`src/rtl/pc_control_unit.sv`:
```
// Program counter sequencer: owns the fetch address, applies branch/jump redirects
// with a one-cycle bubble, and counts completed instruction fetches.
module pc_control_unit #(
  parameter logic [31:0] RESET_VECTOR = 32'h0000_0000
) (
  input  logic        Clk,
  input  logic        Reset,
  input  logic        PCSrc,
  input  logic [31:0] BranchTarget,
  input  logic        Jump,
  input  logic [31:0] JumpTarget,
  input  logic        Stall,
  input  logic        FetchReady,
  output logic [31:0] PCResult,
  output logic [31:0] PCAddResult,
  output logic        FetchValid,
  output logic        Flush,
  output logic [31:0] InstrCount
);

  typedef enum logic [1:0] {
    IDLE,
    FETCH,
    STALL,
    REDIRECT
  } state_t;

  state_t      state;
  logic [31:0] pc_r;
  logic [31:0] count_r;
  logic        fetch_valid_r;
  logic        flush_r;

  logic        redirect;
  logic        xfer;
  logic [31:0] target;

  function automatic logic [31:0] word_align(input logic [31:0] addr);
    return addr & 32'hFFFF_FFFC;
  endfunction

  assign redirect    = (state != IDLE) && (PCSrc || Jump);
  assign xfer        = fetch_valid_r && FetchReady && !Stall;
  assign target      = word_align(PCSrc ? BranchTarget : JumpTarget);
  assign PCAddResult = pc_r + 32'd4;

  always_ff @(posedge Clk) begin
    if (!Reset) begin
      state         <= IDLE;
      pc_r          <= word_align(RESET_VECTOR);
      count_r       <= '0;
      fetch_valid_r <= 1'b0;
      flush_r       <= 1'b0;
    end else begin
      fetch_valid_r <= 1'b0;
      flush_r       <= 1'b0;
      // A transfer is counted even when a redirect wins the PC update
      if (xfer) count_r <= count_r + 32'd1;
      if (redirect) begin
        pc_r    <= target;
        state   <= REDIRECT;
        flush_r <= 1'b1;
      end else begin
        case (state)
          IDLE: begin
            state         <= FETCH;
            fetch_valid_r <= 1'b1;
          end
          FETCH: begin
            if (Stall) begin
              state <= STALL;
            end else begin
              if (FetchReady) pc_r <= PCAddResult;
              fetch_valid_r <= 1'b1;
            end
          end
          STALL: begin
            if (!Stall) begin
              state         <= FETCH;
              fetch_valid_r <= 1'b1;
            end
          end
          default: begin
            state         <= FETCH;
            fetch_valid_r <= 1'b1;
          end
        endcase
      end
    end
  end

  assign PCResult   = pc_r;
  assign InstrCount = count_r;
  assign FetchValid = fetch_valid_r;
  assign Flush      = flush_r;

endmodule

```
`config.mk`:
```
export PLATFORM = sky130hd
export DESIGN_NAME = pc_control_unit
export DESIGN_NICKNAME = d
export VERILOG_FILES = /design/src/rtl/pc_control_unit.sv
export SDC_FILE = /design/constraint.sdc
export NUM_CORES = 1
export LEC_CHECK = 0
export BUFFER_PORTS_ARGS = -buffer_cell sky130_fd_sc_hd__clkbuf_2
export CAP_MARGIN = 10
export CORE_MARGIN = 5
export CORE_UTILIZATION = 40
export CTS_BUF_LIST = sky130_fd_sc_hd__clkbuf_4
export DETAILED_ROUTE_END_ITERATION = 8
export GPL_ROUTABILITY_DRIVEN = 0
export PLACE_DENSITY = 0.66
export SETUP_SLACK_MARGIN = 0.02
export SLEW_MARGIN = 20
export SYNTH_ARGS = -nofsm -noshare
export SYNTH_HDL_FRONTEND = slang
export SYNTH_SLANG_ARGS = --single-unit
```
`constraint.sdc`:
```
create_clock -name Clk -period 3.9 [get_ports Clk]
set_clock_uncertainty 0.1 [all_clocks]
set_input_delay 0.78 -clock Clk [delete_from_list [all_inputs] [get_ports Clk]]
set_output_delay 0.78 -clock Clk [all_outputs]
set_load 0.03 [all_outputs]
```
==> results of run 1 <==
[placed cells by master, fill, tap and decap left out, types with 4 or more instances in the layout]
cell type	n
o31ai_1	16
nand3_1	26
conb_1	4
clkbuf_4	9
dfxtp_1	66
o311a_1	4
nand2_1	42
and4_1	12
a211oi_1	17
nor2b_1	8
nand4_1	23
nor3_1	12
nor2_1	25
mux2_2	15
ha_1	5
xor2_1	18
or3_1	6
nor4_1	18
o21ai_0	20
xnor2_1	31
nand4b_1	4
a31oi_1	10
buf_4	8
nand2b_1	7
a21oi_1	23
or4_1	19
mux2i_1	15
inv_1	11
clkbuf_2	159
[registers in the layout, summed over array words and instances, names as in the netlist]
signal,cells
state,2
InstrCount,32
PCResult,30
Flush,1
FetchValid,1
[final cells by class]
type	instances	area, um2	area share
multi-input combinational	411	2761	0.5195
clock inverter	7	92.59	0.01742
timing repair buffer	167	855.8	0.1610
inverter	11	41.29	0.007768
clock buffer	9	67.56	0.01271
tap	140	175.2	0.03296
sequential	66	1321	0.2486
[final timing paths]
kind                  startpoint               to  slack [ns]  depth (start not counted)
setup / recovery     PCResult[2]  PCAddResult[24]        0.31                          6
hold / removal    InstrCount[31]   InstrCount[31]        0.38                          2
setup reg to reg     PCResult[2]     PCResult[18]        1.25                          5
hold reg to reg   InstrCount[31]   InstrCount[31]        0.38                          2
[routing by layer]
layer / global-route usage / wire (um) / part of all wire
met1: 0.2646 / 5885 / 0.43
met2: 0.3564 / 6627 / 0.48
met3: 0.04387 / 1042 / 0.076
met4: 0.05305 / 110 / 0.0080
met5: 0 / 0 / 0
[cell families (layout without fill, tap and decap cells)]
logic type,Yosys count,in the layout
other cells,1,4
buf+inv,62,194
compound gates,103,103
fa+ha+maj,5,5
flops,66,66
simple gates,220,220
xor+xnor,49,49
mux,30,30
[tightest hold or removal path, delay by kind of cell (launching register included)]
family        cells  cell delay [ns]
mux               1             0.06
simple gates      1             0.05
flops             1             0.34
[power by group through the flow]
stage          Combinational, mW  Clock (mW)  Sequential, mW
2_1_floorplan              0.343           0           0.866
3_3_place_gp               0.539           0           0.830
3_5_place_dp               0.543           0           0.834
4_1_cts                    0.546       0.543           0.819
5_1_grt                    0.583       0.579           0.830
6_report                   0.540       0.530           0.821
[per-stage QoR]
| step | total power [mW] | instance area, um2 |
|---|---|---|
| after floorplan | 1.209 | 4350 |
| after detailed placement | 1.377 | 5155 |
| final | 1.890 | 5315 |
| after global placement | 1.370 | 5155 |
| after global routing | 1.992 | 5315 |
| after CTS | 1.907 | 5315 |
==> results.py, run 1 <==
metrics = {
    "run_status": {
        "run_status": "finished, final reports clean",
    },
    "setup_path": {
        "critPathCaptureType": "output port",
        "cp_num_buf_inv": 1,
        "arrival_ns": 2.71,
        "cp_max_fo": 12,
        "path_delay_family": "simple AND/OR/NAND/NOR gates",
        "startpoint_type": "flop",
        "slowest_stage": "or4_4",
        "slowest_delay_ns": 0.67,
        "crit_chain": "ha_1, nand3_2, or4_4, nor3_1, xor2_1, clkbuf_2",
        "crit_type": "reg2out",
        "required_ns": 3.02,
    },
    "synthesis": {
        "netlist_area_um2": 4339,
        "synth_mux_area_frac": 0.07353,
        "ys_types": 51,
        "synth_compound_gate_area_share": 0.1557,
        "synth-simple-area-share": 0.2904,
        "yosys_warnings": 0,
        "synthAdderAreaFrac": 0.01442,
        "synth_xor_area_frac": 0.09890,
        "syn_inst": 536,
        "synthArstFlopShare": 0,
        "synthTopCellsByArea": "dfxtp_1, xnor2_1, mux2_2",
        "synth_area_leader_cell": "dfxtp_1",
        "synth_most_common_cell": "dfxtp_1",
        "ys_ff_latch": 66,
        "synth_ff_type": "dfxtp_1",
        "synth_seq_area_share": 0.3045,
        "yosysTopAreaCellShare": 0.3045,
        "avgSynthCellArea_um2": 8.095,
        "synthTopCellsByCount": "dfxtp_1, nand2_1, clkbuf_1, xnor2_1, nand3_1",
        "synth_enable_flop_cells": 0,
        "synth_top_family_by_area": "simple AND/OR/NAND/NOR gates",
    },
    "clock_network": {
        "holdBufCountCts": 0,
        "cts-resized-gates": 0,
        "cts_made_buffers": 9,
        "cts_sinks": 66,
        "cts_root_buf": "clkbuf_4",
        "cts_tree": "done",
        "postCtsSetupBuffers": 0,
        "clkTransAtPathRegs_ns": 0.13,
        "clock_latency_ns": 0.41,
        "cts_buffer_depth": 2,
        "h-tree-depth": 3,
    },
    "timing": {
        "maxSlewViolCount": 0,
        "clock.fmax_mhz": 278.7,
        "fin_crit_ns": 3.588,
        "finalSetupViolations": 0,
        "finalHoldViolations": 0,
        "finalCritPeriodShare": 0.9201,
        "max_slew_margin": 0.3109,
        "whs_ns": 0.3792,
        "finalSetupTns_ns": 0,
        "worst_slew_pin_slew_ns": 1.030,
        "grt_setup_unrepaired": "false",
        "worst_slack_ns": 0.3116,
    },
    "cells_and_area": {
        "layout.nets": 741,
        "n_antenna_cell": 0,
        "area_growth_pct": 22.49,
        "fin_cells": 811,
        "fill_cells": 1110,
        "drive_gt1_frac": 0.3055,
        "final_core_util": 0.4946,
    },
    "pwr": {
        "intPower_mw": 1.163,
        "p_sw_uw": 727.5,
        "leakage_nw": 2.077,
        "p_comb_frac": 0.286,
        "irDropWorstVdd_mv": 0.1646,
        "seqPwrFrac": 0.434,
        "clkPwrFrac": 0.280,
        "powerDensity_nw_per_um2": 355.7,
        "switching_share": 0.3848,
    },
    "floorplanning": {
        "die_h_um": 114.2,
        "start_util": 0.4038,
        "core_um2": 10750,
        "ios": 168,
        "die-area_um2": 13030,
        "num_rows": 38,
        "fp.dieW_um": 114.2,
    },
    "route": {
        "drc_errors": 0,
        "vias": 4607,
        "dr.pass1.iters": 5,
        "drt-total-wl_um": 13670,
        "antenna_left": 0,
        "routedWlPerCell_um": 16.85,
        "drtIter0Drc": 370,
        "viasPerCell": 5.681,
    },
    "global_routing": {
        "antenna_found_initial": 0,
        "grt.total_usage": 0.2074,
        "grt_max_degree": 52,
        "grt-ovfl-total": 0,
        "first_global_vias": 4470,
        "grt_pass1_wl_um": 22090,
    },
    "min_path": {
        "hp-class": "reg2reg",
    },
    "placement": {
        "dp_cells": 795,
        "io_buffer_count": 159,
        "dp_hpwl_um": 10280,
        "pre_cts_slack_ns": 0.7641,
    },
    "flow_run": {
        "cap_violations": 0,
    },
}
(Power assumes the default switching activity.)
==> run 2, diff against run 1 <==
--- a/config.mk
+++ b/config.mk
@@ -5,6 +5,7 @@
 export SDC_FILE = /design/constraint.sdc
 export NUM_CORES = 1
 export LEC_CHECK = 0
+export ABC_AREA = 1
 export BUFFER_PORTS_ARGS = -buffer_cell sky130_fd_sc_hd__clkbuf_2
 export CAP_MARGIN = 10
 export CORE_MARGIN = 5
@@ -12,7 +13,7 @@
 export CTS_BUF_LIST = sky130_fd_sc_hd__clkbuf_4
 export DETAILED_ROUTE_END_ITERATION = 8
 export GPL_ROUTABILITY_DRIVEN = 0
-export PLACE_DENSITY = 0.66
+export PLACE_DENSITY_LB_ADDON = 0.05
 export SETUP_SLACK_MARGIN = 0.02
 export SLEW_MARGIN = 20
 export SYNTH_ARGS = -nofsm -noshare
==> run 2 against run 1 <==
Final area rose by 10%. Cell count increased by 32%. Maximum frequency is 15% higher. Sequential power rose by 1%. Clock-buffer cell count stayed put. Utilization fell by 0.40 points. Area after synthesis is 11% higher. Critical path depth is 2 higher. Worst hold slack gained 0.010 ns.
==> results.py, run 2 <==
metrics = {
    "route": {
        "antenna_left": 0,
        "drtIter0Drc": 248,
        "dr.pass1.iters": 4,
        "drc_errors": 0,
        "vias": 5219,
        "viasPerCell": 4.864,
        "drt-total-wl_um": 13970,
        "routedWlPerCell_um": 13.02,
    },
    "synthesis": {
        "ys_ff_latch": 66,
        "synth_seq_area_share": 0.2739,
        "synthTopCellsByCount": "nand2_1, inv_1, nor2_1",
        "netlist_area_um2": 4825,
        "yosys_warnings": 0,
        "avgSynthCellArea_um2": 6.241,
        "synthArstFlopShare": 0,
        "synthTopCellsByArea": "dfxtp_1, nand2_1, o21ai_0",
        "yosysTopAreaCellShare": 0.2739,
        "synth_area_leader_cell": "dfxtp_1",
        "syn_inst": 773,
        "ys_types": 43,
        "synth_most_common_cell": "nand2_1",
        "synth_ff_type": "dfxtp_1",
        "synth_enable_flop_cells": 0,
    },
    "cells_and_area": {
        "area_growth_pct": 21.14,
        "final_area_um2": 5844,
        "layout_commonest_cell": "nand2_1",
        "n_antenna_cell": 0,
        "ff_latch_area_um2": 1321,
        "fill_cells": 1286,
        "multi_input_area_um2": 2997,
        "fin_cells": 1073,
        "mostFrequentLayoutCells": "nand2_1, clkbuf_2, inv_1, nor2_1, o21ai_0",
        "drive_gt1_frac": 0.2538,
        "largest_reg_flops": 32,
        "layout.nets": 996,
    },
    "pwr": {
        "clkPwrFrac": 0.239,
        "leakage_nw": 2.810,
        "switching_share": 0.4371,
        "p_comb_frac": 0.350,
        "intPower_mw": 1.134,
        "p_sw_uw": 880.9,
        "irDropWorstVdd_mv": 0.1684,
        "seqPwrFrac": 0.412,
        "powerDensity_nw_per_um2": 344.8,
    },
    "flow_run": {
        "cap_violations": 0,
    },
    "setup_path": {
        "arrival_ns": 2.25,
        "cp_max_fo": 5,
        "path_delay_family": "simple AND/OR/NAND/NOR gates",
        "slowest_delay_ns": 0.42,
        "critPathCaptureType": "output port",
        "crit_chain": "ha_1, nand3_1, nor2_1, nand2_1, nor2_1, nand3_1, and2_1, clkbuf_2",
        "startpoint_type": "flop",
        "slowest_stage": "dfxtp_1",
        "startpoint": "PCResult[2]",
        "cp_num_buf_inv": 1,
        "crit_type": "reg2out",
        "r2r-start": "state[0]",
        "required_ns": 3.02,
    },
    "global_routing": {
        "first_global_vias": 5040,
        "grt.total_usage": 0.2000,
        "grt_max_degree": 60,
        "antenna_found_initial": 0,
        "grt-ovfl-total": 0,
        "grt_pass1_wl_um": 23500,
    },
    "placement": {
        "dp_hpwl_um": 10950,
        "dp_cells": 1057,
        "placed_cell_area_um2": 5707,
        "io_buffer_count": 159,
    },
    "clock_network": {
        "h-tree-depth": 3,
        "cts_buffer_depth": 2,
        "cts_tree": "done",
        "holdBufCountCts": 0,
        "clock_latency_ns": 0.46,
        "cts-resized-gates": 0,
        "cts_made_buffers": 9,
        "cts_root_buf": "clkbuf_4",
        "clkTransAtPathRegs_ns": 0.14,
        "postCtsSetupBuffers": 0,
        "cts_sinks": 66,
    },
    "timing": {
        "whs_ns": 0.3896,
        "max_slew_margin": 0.4082,
        "fin_crit_ns": 3.129,
        "finalHoldViolations": 0,
        "finalSetupTns_ns": 0,
        "clock.fmax_mhz": 319.6,
        "finalCritPeriodShare": 0.8023,
        "finalSetupViolations": 0,
        "worst_slew_pin_slew_ns": 0.8846,
        "grt_setup_unrepaired": "false",
        "maxSlewViolCount": 0,
    },
    "floorplanning": {
        "die_h_um": 119.8,
        "start_util": 0.4050,
        "fp.dieW_um": 119.8,
        "core_um2": 11910,
        "die-area_um2": 14360,
        "num_rows": 40,
        "ios": 168,
    },
    "min_path": {
        "worstHoldStart": "InstrCount[12]",
        "hp-class": "reg2reg",
    },
    "run_status": {
        "run_status": "finished, final reports clean",
    },
}
-- run 2: cell count changes after synthesis, sizes merged, moves of 22 or more --
cell | before | now
nand2 | 42 | 230
nor2 | 25 | 119
inv | 11 | 102
o21ai | 20 | 80
xnor2 | 31 | 5
nand4 | 24 | 2
-- run 2: routing by layer --
layer	vias up	part of all wire	wire length [um]	global-route usage
met5	-	0	0	0
met4	0	0.025	352	0.08375
met3	25	0.045	629	0.03770
met2	126	0.51	7091	0.3535
met1	2346	0.42	5898	0.2367
li1	2722	-	-	-
-- run 2: area by class of cell --
class                      count  area share
sequential                    66      0.2261
tap                          147     0.03147
multi-input combinational    579      0.5127
inverter                     103     0.06615
clock buffer                   9     0.01156
clock inverter                 7     0.01199
timing repair buffer         162      0.1400
-- run 2: per-stage QoR --
step	util	power, mW	setup WS (ns)
floorplan	-	1.335	1.200
global placement	0.4791	1.546	1.179
detailed placement	0.4791	1.558	1.108
CTS	0.4907	2.043	0.6984
global route	0.4907	2.151	0.5866
finish	0.4907	2.015	0.7710
-- run 2: kinds of logic (layout without fill, tap and decap cells) --
family,Yosys count,count (layout),share of synthesized area
other cells,1,4,0.0007773
mux,10,10,0.02127
fa+ha+maj,5,5,0.01297
buf+inv,131,281,0.1074
flops,66,66,0.2739
compound gates,138,138,0.1533
simple gates,405,405,0.3887
xor+xnor,17,17,0.04175
-- run 2: tightest hold or removal path, cell delays in order, from the launching register on --
cell and delay, ns:
dfxtp_1 0.36, inv_1 0.05, a21oi_1 0.05
-- run 2: power groups by stage --
stage / clock network, mW / logic, mW / registers [mW]
2_1_floorplan: 0 / 0.405 / 0.930
3_3_place_gp: 0 / 0.703 / 0.843
3_5_place_dp: 0 / 0.713 / 0.844
4_1_cts: 0.498 / 0.715 / 0.829
5_1_grt: 0.532 / 0.778 / 0.842
6_report: 0.481 / 0.705 / 0.829
-- run 2: path summary, 6_finish.rpt --
| kind | slack (ns) | cells after the start | endpoint |
|---|---|---|---|
| worst max register to register | 1.40 | 8 | PCResult[13] |
| worst min register to register | 0.39 | 2 | InstrCount[12] |
| worst min-delay path | 0.39 | 2 | InstrCount[12] |
| worst max-delay path | 0.77 | 8 | PCAddResult[24] |
